### config.mk
export PLATFORM = sky130hd
export DESIGN_NAME = mem_write_monitor_flat
export DESIGN_NICKNAME = d
export VERILOG_FILES = /design/src/rtl/mem_write_monitor_pkg.sv /design/src/rtl/mem_write_monitor_if.sv /design/src/rtl/mem_write_monitor_table.sv /design/src/rtl/mem_write_monitor.sv /design/src/flat_wrapper.sv
export SDC_FILE = /design/constraint.sdc
export NUM_CORES = 1
export LEC_CHECK = 0
export CORE_MARGIN = 5
export CORE_UTILIZATION = 58
export DETAILED_ROUTE_END_ITERATION = 8
export PLACE_DENSITY = 0.8
export SKIP_CTS_REPAIR_TIMING = 1
export SLEW_MARGIN = 20
export SYNTH_ARGS = -nofsm -noshare
export SYNTH_HDL_FRONTEND = slang
export SYNTH_SLANG_ARGS = --single-unit
### constraint.sdc
create_clock -name clk -period 7.1 [get_ports clk]
set_input_delay 1.065 -clock clk [delete_from_list [all_inputs] [get_ports clk]]
set_output_delay 1.065 -clock clk [all_outputs]
set_load 0.03 [all_outputs]
### src/rtl/mem_write_monitor_pkg.sv
// mem_write_monitor_pkg
// Shared types for the data-memory write monitor: FSM state and failure code
// encodings, plus a width helper that never returns zero.
// Optional feature macro used by the monitor: MEM_WRITE_MONITOR_IGNORE_EN.
package mem_write_monitor_pkg;

    typedef enum logic [1:0] {
        ST_IDLE = 2'd0,
        ST_RUN  = 2'd1,
        ST_PASS = 2'd2,
        ST_FAIL = 2'd3
    } wmon_state_t;

    typedef enum logic [1:0] {
        FC_NONE     = 2'd0,
        FC_MISMATCH = 2'd1,
        FC_TIMEOUT  = 2'd2,
        FC_CONFIG   = 2'd3
    } wmon_fail_t;

    // Bit width needed to index n items, at least 1 so vectors stay legal.
    function automatic int unsigned wmon_clog2(input int unsigned n);
        return (n > 1) ? $clog2(n) : 1;
    endfunction

endpackage

### src/rtl/mem_write_monitor_if.sv
// mem_write_monitor_if
// Bundles the store port, expected-table programming port, run control and
// status outputs of mem_write_monitor.
//   slave  : monitor side (stores/table/arm in, status out)
//   master : driver side (core / bench)
// The ign_en/ign_base/ign_mask window exists only with MEM_WRITE_MONITOR_IGNORE_EN.
interface mem_write_monitor_if #(
    parameter int unsigned WIDTH   = 32,
    parameter int unsigned NUM_EXP = 8
) ();
    import mem_write_monitor_pkg::*;

    localparam int unsigned IW = wmon_clog2(NUM_EXP);
    localparam int unsigned CW = wmon_clog2(NUM_EXP + 1);

    logic             memwrite;
    logic [WIDTH-1:0] dataadr;
    logic [WIDTH-1:0] writedata;
    logic             exp_we;
    logic [IW-1:0]    exp_idx;
    logic [WIDTH-1:0] exp_addr;
    logic [WIDTH-1:0] exp_data;
    logic [CW-1:0]    exp_len;
    logic             arm;
`ifdef MEM_WRITE_MONITOR_IGNORE_EN
    logic             ign_en;
    logic [WIDTH-1:0] ign_base;
    logic [WIDTH-1:0] ign_mask;
`endif
    logic [1:0]       state;
    logic             done;
    logic             pass;
    logic [1:0]       fail_code;
    logic [CW-1:0]    match_count;
    logic [WIDTH-1:0] fail_addr;
    logic [WIDTH-1:0] fail_data;

`ifdef MEM_WRITE_MONITOR_IGNORE_EN
    modport slave (
        input  memwrite, dataadr, writedata, exp_we, exp_idx, exp_addr, exp_data,
               exp_len, arm, ign_en, ign_base, ign_mask,
        output state, done, pass, fail_code, match_count, fail_addr, fail_data
    );
    modport master (
        output memwrite, dataadr, writedata, exp_we, exp_idx, exp_addr, exp_data,
               exp_len, arm, ign_en, ign_base, ign_mask,
        input  state, done, pass, fail_code, match_count, fail_addr, fail_data
    );
`else
    modport slave (
        input  memwrite, dataadr, writedata, exp_we, exp_idx, exp_addr, exp_data,
               exp_len, arm,
        output state, done, pass, fail_code, match_count, fail_addr, fail_data
    );
    modport master (
        output memwrite, dataadr, writedata, exp_we, exp_idx, exp_addr, exp_data,
               exp_len, arm,
        input  state, done, pass, fail_code, match_count, fail_addr, fail_data
    );
`endif

endinterface

### src/rtl/mem_write_monitor_table.sv
// mem_write_monitor_table
// Expected address/data table: NUM_EXP entries, one write port, one
// combinational read port, no reset (contents survive monitor reset).
//   i_we/i_wr_idx/i_wr_addr/i_wr_data : write port (out-of-range index dropped)
//   i_rd_idx -> o_rd_addr/o_rd_data   : asynchronous read
module mem_write_monitor_table
    import mem_write_monitor_pkg::*;
#(
    parameter int unsigned WIDTH   = 32,
    parameter int unsigned NUM_EXP = 8
) (
    input  logic                         clk,
    input  logic                         i_we,
    input  logic [wmon_clog2(NUM_EXP)-1:0] i_wr_idx,
    input  logic [WIDTH-1:0]             i_wr_addr,
    input  logic [WIDTH-1:0]             i_wr_data,
    input  logic [wmon_clog2(NUM_EXP)-1:0] i_rd_idx,
    output logic [WIDTH-1:0]             o_rd_addr,
    output logic [WIDTH-1:0]             o_rd_data
);

    logic [WIDTH-1:0] r_addr [NUM_EXP];
    logic [WIDTH-1:0] r_data [NUM_EXP];

    // Write port
    always_ff @(posedge clk) begin
        if (i_we && (32'(i_wr_idx) < NUM_EXP)) begin
            r_addr[i_wr_idx] <= i_wr_addr;
            r_data[i_wr_idx] <= i_wr_data;
        end
    end

    assign o_rd_addr = r_addr[i_rd_idx];
    assign o_rd_data = r_data[i_rd_idx];

endmodule

### src/rtl/mem_write_monitor.sv
// mem_write_monitor
// Checks the core's store stream in order against a programmed table of
// expected address/data pairs and reports PASS, or FAIL with a reason code.
//   clk, reset : clock and synchronous active-high reset
//   mon        : mem_write_monitor_if.slave (stores, table port, arm, status)
// Define MEM_WRITE_MONITOR_IGNORE_EN to add the ign_* scratch-store window.
module mem_write_monitor
    import mem_write_monitor_pkg::*;
#(
    parameter int unsigned WIDTH   = 32,
    parameter int unsigned NUM_EXP = 8,
    parameter int unsigned TIMEOUT = 1024
) (
    input  logic              clk,
    input  logic              reset,
    mem_write_monitor_if.slave mon
);

    localparam int unsigned IW = wmon_clog2(NUM_EXP);
    localparam int unsigned CW = wmon_clog2(NUM_EXP + 1);
    localparam int unsigned TW = wmon_clog2(TIMEOUT);

    wmon_state_t      r_state, w_state_nxt;
    wmon_fail_t       r_fail_code, w_fail_nxt;
    logic [CW-1:0]    r_match_count, w_cnt_nxt;
    logic [CW-1:0]    r_len, w_len_nxt;
    logic [TW-1:0]    r_tcnt, w_tcnt_nxt;
    logic [WIDTH-1:0] r_fail_addr, w_faddr_nxt;
    logic [WIDTH-1:0] r_fail_data, w_fdata_nxt;
    logic             r_done, r_pass;

    logic [WIDTH-1:0] w_exp_addr, w_exp_data;
    logic             w_ignore, w_store, w_match, w_tmo, w_len_bad;
    logic [CW-1:0]    w_cnt_inc;

    // Table is frozen while a run is in progress
    mem_write_monitor_table #(
        .WIDTH   (WIDTH),
        .NUM_EXP (NUM_EXP)
    ) u_table (
        .clk       (clk),
        .i_we      (mon.exp_we && (r_state != ST_RUN)),
        .i_wr_idx  (mon.exp_idx),
        .i_wr_addr (mon.exp_addr),
        .i_wr_data (mon.exp_data),
        .i_rd_idx  (IW'(r_match_count)),
        .o_rd_addr (w_exp_addr),
        .o_rd_data (w_exp_data)
    );

`ifdef MEM_WRITE_MONITOR_IGNORE_EN
    assign w_ignore = mon.ign_en &&
                      ((mon.dataadr & mon.ign_mask) == (mon.ign_base & mon.ign_mask));
`else
    assign w_ignore = 1'b0;
`endif

    // An X/Z compare result falls into the mismatch branch below
    assign w_store   = mon.memwrite && !w_ignore;
    assign w_match   = (mon.dataadr == w_exp_addr) && (mon.writedata == w_exp_data);
    assign w_tmo     = (r_tcnt == TW'(TIMEOUT - 1));
    assign w_cnt_inc = r_match_count + CW'(1);
    assign w_len_bad = (mon.exp_len == '0) || (32'(mon.exp_len) > NUM_EXP);

    // Next-state and next-output logic
    always_comb begin
        w_state_nxt = r_state;
        w_fail_nxt  = r_fail_code;
        w_cnt_nxt   = r_match_count;
        w_len_nxt   = r_len;
        w_tcnt_nxt  = r_tcnt;
        w_faddr_nxt = r_fail_addr;
        w_fdata_nxt = r_fail_data;
        case (r_state)
            ST_RUN: begin
                if (w_store) begin
                    if (w_match) begin
                        w_cnt_nxt = w_cnt_inc;
                        // A final match beats a timeout on the same edge
                        if (w_cnt_inc == r_len) begin
                            w_state_nxt = ST_PASS;
                        end else if (w_tmo) begin
                            w_state_nxt = ST_FAIL;
                            w_fail_nxt  = FC_TIMEOUT;
                        end else begin
                            w_tcnt_nxt = r_tcnt + TW'(1);
                        end
                    end else begin
                        w_state_nxt = ST_FAIL;
                        w_fail_nxt  = FC_MISMATCH;
                        w_faddr_nxt = mon.dataadr;
                        w_fdata_nxt = mon.writedata;
                    end
                end else if (w_tmo) begin
                    w_state_nxt = ST_FAIL;
                    w_fail_nxt  = FC_TIMEOUT;
                end else begin
                    w_tcnt_nxt = r_tcnt + TW'(1);
                end
            end
            default: begin
                if (mon.arm) begin
                    w_cnt_nxt   = '0;
                    w_tcnt_nxt  = '0;
                    w_faddr_nxt = '0;
                    w_fdata_nxt = '0;
                    if (w_len_bad) begin
                        w_state_nxt = ST_FAIL;
                        w_fail_nxt  = FC_CONFIG;
                    end else begin
                        w_state_nxt = ST_RUN;
                        w_fail_nxt  = FC_NONE;
                        w_len_nxt   = mon.exp_len;
                    end
                end
            end
        endcase
    end

    // State and output registers
    always_ff @(posedge clk) begin
        if (reset) begin
            r_state       <= ST_IDLE;
            r_fail_code   <= FC_NONE;
            r_match_count <= '0;
            r_len         <= '0;
            r_tcnt        <= '0;
            r_fail_addr   <= '0;
            r_fail_data   <= '0;
            r_done        <= 1'b0;
            r_pass        <= 1'b0;
        end else begin
            r_state       <= w_state_nxt;
            r_fail_code   <= w_fail_nxt;
            r_match_count <= w_cnt_nxt;
            r_len         <= w_len_nxt;
            r_tcnt        <= w_tcnt_nxt;
            r_fail_addr   <= w_faddr_nxt;
            r_fail_data   <= w_fdata_nxt;
            r_done        <= (w_state_nxt == ST_PASS) || (w_state_nxt == ST_FAIL);
            r_pass        <= (w_state_nxt == ST_PASS);
        end
    end

    assign mon.state       = r_state;
    assign mon.done        = r_done;
    assign mon.pass        = r_pass;
    assign mon.fail_code   = r_fail_code;
    assign mon.match_count = r_match_count;
    assign mon.fail_addr   = r_fail_addr;
    assign mon.fail_data   = r_fail_data;

endmodule

### src/flat_wrapper.sv
// flat-port wrapper written by rule: the top's interface ports become plain ports
module mem_write_monitor_flat import mem_write_monitor_pkg::*;
#(
    parameter int unsigned WIDTH   = 32,
    parameter int unsigned NUM_EXP = 8,
    parameter int unsigned TIMEOUT = 1024
)
  (clk, reset, mon_memwrite, mon_dataadr, mon_writedata, mon_exp_we, mon_exp_idx, mon_exp_addr, mon_exp_data, mon_exp_len, mon_arm, mon_state, mon_done, mon_pass, mon_fail_code, mon_match_count, mon_fail_addr, mon_fail_data);
  mem_write_monitor_if #(.WIDTH(WIDTH), .NUM_EXP(NUM_EXP)) mon_i ();
  input  logic clk;
  input  logic reset;
  input wire logic [$bits(mon_i.memwrite)-1:0] mon_memwrite;
  input wire logic [$bits(mon_i.dataadr)-1:0] mon_dataadr;
  input wire logic [$bits(mon_i.writedata)-1:0] mon_writedata;
  input wire logic [$bits(mon_i.exp_we)-1:0] mon_exp_we;
  input wire logic [$bits(mon_i.exp_idx)-1:0] mon_exp_idx;
  input wire logic [$bits(mon_i.exp_addr)-1:0] mon_exp_addr;
  input wire logic [$bits(mon_i.exp_data)-1:0] mon_exp_data;
  input wire logic [$bits(mon_i.exp_len)-1:0] mon_exp_len;
  input wire logic [$bits(mon_i.arm)-1:0] mon_arm;
  output wire logic [$bits(mon_i.state)-1:0] mon_state;
  output wire logic [$bits(mon_i.done)-1:0] mon_done;
  output wire logic [$bits(mon_i.pass)-1:0] mon_pass;
  output wire logic [$bits(mon_i.fail_code)-1:0] mon_fail_code;
  output wire logic [$bits(mon_i.match_count)-1:0] mon_match_count;
  output wire logic [$bits(mon_i.fail_addr)-1:0] mon_fail_addr;
  output wire logic [$bits(mon_i.fail_data)-1:0] mon_fail_data;
  assign mon_i.memwrite = mon_memwrite;
  assign mon_i.dataadr = mon_dataadr;
  assign mon_i.writedata = mon_writedata;
  assign mon_i.exp_we = mon_exp_we;
  assign mon_i.exp_idx = mon_exp_idx;
  assign mon_i.exp_addr = mon_exp_addr;
  assign mon_i.exp_data = mon_exp_data;
  assign mon_i.exp_len = mon_exp_len;
  assign mon_i.arm = mon_arm;
  assign mon_state = mon_i.state;
  assign mon_done = mon_i.done;
  assign mon_pass = mon_i.pass;
  assign mon_fail_code = mon_i.fail_code;
  assign mon_match_count = mon_i.match_count;
  assign mon_fail_addr = mon_i.fail_addr;
  assign mon_fail_data = mon_i.fail_data;
  mem_write_monitor #(.WIDTH(WIDTH), .NUM_EXP(NUM_EXP), .TIMEOUT(TIMEOUT)) u_core (.clk(clk), .reset(reset), .mon(mon_i));
endmodule
# After elaboration in Yosys (flattened, before gate mapping)
# Memory sizes are Yosys's and may differ from the RTL's. A register that Yosys moved wholly into a read port is not among the register bits.
# Cells that the tools add are included.
[op_classes] add_sub_neg=2 n_lt_le_gt_ge=1 eq_ne=14 muxes=37 bitwise=2 n_reduce_logical=11
[ops] operator="$mux W32" count=7
[ops] operator="$eq A32 B32 Y1" count=2
[ops] operator="$mux W10" count=6
[ops] operator="$mux W2" count=14
[ops] operator="$mux W4" count=4
[ops] operator="$mux W3" count=4
[ops] operator="$reduce_and A3 Y1" count=4
[ops] operator="$add A10 B1 Y10 const B" count=1
[ops] operator="$eq A10 B10 Y1 const B" count=1
[ops] operator="$add A4 B1 Y4 const B" count=1
[ops] operator="$eq A2 B2 Y1 const B" count=2
[ops] operator="$eq A4 B4 Y1" count=1
[ops] operator="$gt A4 B4 Y1 const B" count=1
[ops] operator="$logic_not A4 Y1" count=1
[ops] operator="$ne A2 B1 Y1 const B" count=2
[ops] operator="$ne A2 B2 Y1 const B" count=2
[ops] operator="$ne A4 B4 Y1 const B" count=1
[ops] operator="$ne A3 B2 Y1 const B" count=1
[ops] operator="$ne A3 B3 Y1 const B" count=1
[ops] operator="$eq A2 B1 Y1 const B" count=1
[ops] operator="$logic_and A1 B1 Y1" count=2
[ops] operator="$logic_or A1 B1 Y1" count=2
[ops] operator="$mux W1" count=2
[ops] operator="$not A1 Y1" count=2
[ops] operator="other kinds (2)" count=2
[word_totals] ff_bits=88 ramBits=512 input_bits=140 output_inout_bits=74 wordCells=78 mem_count=2
[mem_list] name="u_core.u_table.r_addr" depth=8 width=32 read_ports=1 rd_ports_with_merged_regs=1 wr=1 line_no="mem_write_monitor_table.sv:22" source="logic [WIDTH-1:0] r_addr [NUM_EXP];"
[mem_list] name="u_core.u_table.r_data" depth=8 width=32 read_ports=1 rd_ports_with_merged_regs=1 wr=1 line_no="mem_write_monitor_table.sv:23" source="logic [WIDTH-1:0] r_data [NUM_EXP];"

# Longest topological paths before layout
[depth] ltp_word=8 mapped_depth=15 depth_no_buf=10

# Modules after synthesis
# From an unflattened synthesis, not the netlist that was laid out.
[hier_totals] hier_cells=1270 area_unflattened_um2=23486.3
[by_module_without_submodules] module="mem_write_monitor_table" instances=1 cells_per_inst=752 area_each_um2=19266.0 seq_area_each_um2=15374.7
[by_module_without_submodules] module="mem_write_monitor" instances=1 cells_per_inst=518 area_each_um2=4220.3 seq_area_each_um2=1761.7

# Worst setup path after synthesis
# No wires, ideal clock.
[synth_timing] path_type="input to register" start="input mon_exp_idx[0]" end="memory u_core.u_table.r_addr[0][0] (enable)" setup_time_ns=0.565 arrival_ns=5.633 slack_ns=0.901 cell_stages=2 path_buffers=0 path_cell_list="nand3b_1 > nor3_1"
[synth_lines] item="start, declared" line_no="flat_wrapper.sv:16" source="input wire logic [$bits(mon_i.exp_idx)-1:0] mon_exp_idx;"
[synth_lines] item="end, declared" line_no="mem_write_monitor_table.sv:22"
# No word-level cell before the write port.

==> impl_metrics.json <==
{
  "area_growth_pct": 19.46,
  "synth_cells": 1380,
  "netlist_top_cells_area": "edfxtp_1, mux2i_1, mux4_2, dfxtp_1, and2_1",
  "critPathCaptureType": "flip-flop",
  "grtUsageTotal": 0.2371,
  "fin_ws_ns": 1.953,
  "drt-pass1-iter-count": 5,
  "placementRows": 74,
  "synth-edff-count": 512,
  "yosysTopAreaCellShare": 0.6383,
  "worst_pin_slew_ns": 1.117,
  "period_needed_ns": 5.147,
  "fp.dieW_microns": 213.8,
  "yosysSeqAreaShare": 0.7140,
  "nets": 1747,
  "synth_cell_types": 49,
  "p_per_area_nw_per_um2": 259.7,
  "fin_crit_sh": 0.7249,
  "ys_async_sr_fraction": 0,
  "port_buffers": 213,
  "fin_skew_ns": 0.01318,
  "place_inst": 2077,
  "rsz0062_at_grt": "no",
  "crit_top_cell": "buf_4",
  "p_leak_nw": 9.590,
  "drive_above_1_share": 0.1319,
  "cp_cell_sequence": "buf_4 -> buf_4 -> mux4_2 -> mux2i_1 -> xor2_1 -> nand3_1 -> nor4_1 -> nand3_1 -> o21bai_4 -> buf_4 -> mux2i_1 -> nor2_1",
  "grt_pass1_wl_microns": 81230,
  "fill_cells": 2518,
  "drt_iter0_markers": 1182,
  "wl_microns": 54740,
  "max_freq_ghz": 0.1943,
  "synth-seq-cells": 603,
  "antenna_left": 0,
  "wire_per_inst_microns": 24.99,
  "die_h_microns": 213.8,
  "yosysWarnings": 0,
  "yosysTopAreaCell": "edfxtp_1",
  "vdd_ir_drop_max_uv": 187.7,
  "synth_area_sq_um": 24090,
  "vias": 13130,
  "dpl.hpwl_microns": 33470,
  "arrival_ns": 5.57,
  "grt_pass1_vias": 13330,
  "dp_slack_ns": 2.010,
  "grt_overflow": 0,
  "hp-class": "flip-flop to flip-flop",
  "stdcell_count": 2190,
  "finalHoldViolCount": 0,
  "drc_errors": 0,
  "synth_common_cells": "edfxtp_1, mux2i_1, dfxtp_1, nor2_1, mux4_2",
  "cap_violations": 0,
  "post-route-util": 0.7031,
  "crit_path_max_fanout": 45,
  "slew_viol_final": 0,
  "critPathMaxStageDelay_ns": 0.78,
  "core_area_sq_um": 40920,
  "htree_levels": 2,
  "synth_flop_cell": "edfxtp_1",
  "io_pins": 214,
  "required_ns": 7.53,
  "final_cell_area_sq_um": 28770,
  "slowest_stage": "buf_4",
  "syn-num-nets": 1522,
  "insertion_delay_ns": 0.58,
  "initial_core_util": 0.5885,
  "numCtsBuffers": 58,
  "via_per_inst": 5.996,
  "cts_tree": "yes",
  "yosys.cell_count.top_type": "edfxtp_1",
  "hp-start": "u_core.r_tcnt[9]$_SDFFE_PP0P_",
  "die_area_sq_um": 45700,
  "clockRootBuffer": "clkbuf_16",
  "setup_viol": 0,
  "critPathKind": "flip-flop to flip-flop",
  "outcome": "complete, no violations",
  "critPathLaunchType": "flip-flop",
  "place.gp.congestion": 0.8187,
  "worst_slew_margin_rel": 0.2546,
  "grt_antenna_before_repair": 11,
  "grt_max_degree": 87,
  "dpl-instance-area_sq_um": 26750,
  "tns_ns": 0,
  "clock_sinks": 603,
  "clk_pin_slew_ns": 0.06,
  "clockBufferDepth": 3,
  "syn_area_per_cell_sq_um": 17.45
}
[registers in the layout (all words and copies together) (netlist names), named ones only]
| signal | flops |
|---|---|
| u_core.mon.match_count | 4 |
| u_core.r_tcnt | 10 |
| u_core.mon.done | 1 |
| u_core.mon.fail_data | 32 |
| u_core.mon.fail_code | 2 |
| u_core.mon.state | 2 |
| u_core.u_table.r_data | 256 |
| u_core.mon.pass | 1 |
| u_core.r_len | 4 |
| u_core.u_table.r_addr | 256 |
| u_core.mon.fail_addr | 32 |
[metrics by stage]
step	power [W]	hold WS, ns
finish	0.007472	0.4876
global route	0.007701	0.5030
CTS	0.007507	0.4873
detailed placement	0.004380	0.4780
global placement	0.004367	0.4561
floorplan	0.004168	0.4468
[kinds of logic (layout without fill, tap and decap cells)]
| family | after synthesis | after routing | synth area share |
|---|---|---|---|
| flops | 603 | 603 | 0.7140 |
| mux | 286 | 286 | 0.1627 |
| simple gates | 262 | 262 | 0.05720 |
| compound gates | 101 | 101 | 0.02873 |
| buf+inv | 72 | 345 | 0.01616 |
| xor+xnor | 54 | 54 | 0.02021 |
| fa+ha+maj | 2 | 2 | 0.001039 |
| other cells | 0 | 5 | 0 |
[cells in the final DEF (no fill, tap or decap), types with 4 or more instances in the layout]
| cell type | instances |
|---|---|
| nor2_4 | 6 |
| nor2b_1 | 8 |
| nand2_1 | 24 |
| nor2_1 | 79 |
| xor2_1 | 38 |
| clkdlybuf4s50_1 | 212 |
| mux2i_1 | 198 |
| and3_1 | 16 |
| o22ai_1 | 4 |
| buf_4 | 21 |
| mux2_2 | 4 |
| mux4_2 | 84 |
| bufinv_16 | 6 |
| clkbuf_1 | 11 |
| or3_1 | 11 |
| clkinv_1 | 5 |
| o211ai_1 | 9 |
| nand4_1 | 8 |
| diode_2 | 5 |
| nor3_1 | 5 |
| clkinv_2 | 9 |
| and2_1 | 69 |
| o31ai_1 | 4 |
| a22o_1 | 12 |
| edfxtp_1 | 512 |
| a22oi_1 | 30 |
| nand3_1 | 6 |
| dfxtp_1 | 88 |
| nand2b_1 | 9 |
| xnor2_1 | 15 |
| nor4_1 | 7 |
| clkbuf_8 | 10 |
| a21oi_1 | 18 |
| o21ai_0 | 14 |
| clkbuf_16 | 62 |
[worst max-delay path: cells and delay by family, from the launching register on]
family | cells | cell delay [ns]
compound gates | 1 | 0.21
xor+xnor | 1 | 0.17
buf+inv | 3 | 2.04
flops | 1 | 0.50
mux | 3 | 1.03
simple gates | 4 | 0.94
[metal layers]
metal,global-route usage,vias to the layer above,wire (microns)
met3,0.04931,95,4274
met1,0.3320,6661,22270
met4,0.06711,12,1333
li1,-,5851,-
met5,0,-,76
met2,0.3856,513,26780
[report_power, final]
group          internal [W]  switching (W)
Sequential          0.00391      0.0000227
Clock               0.00191        0.00125
Combinational      0.000153       0.000217
Total               0.00598        0.00149
[final timing paths]
kind                                                         endpoint  slack, ns  cells after the start
worst min register to register          u_core.r_tcnt[9]$_SDFFE_PP0P_       0.49                      2
worst max register to register  u_core.mon.fail_data[15]$_SDFFE_PP0P_       1.95                     12
worst max-delay path            u_core.mon.fail_data[15]$_SDFFE_PP0P_       1.95                     12
worst min-delay path                    u_core.r_tcnt[9]$_SDFFE_PP0P_       0.49                      2
[area by class of cell]
cell class              instances  area [sq um]  area share
flip-flops and latches        603         17210      0.5980
multi-input cells             705          6569      0.2283
well taps                     532         665.6     0.02313
clock buffers                  85          1740     0.06049
repair buffers                234          2300     0.07992
inverters                       3         11.26   0.0003914
clock inverters                23         267.8    0.009306
diodes                          5         12.51   0.0004348
No activity file was read; power rests on OpenSTA's default activity.
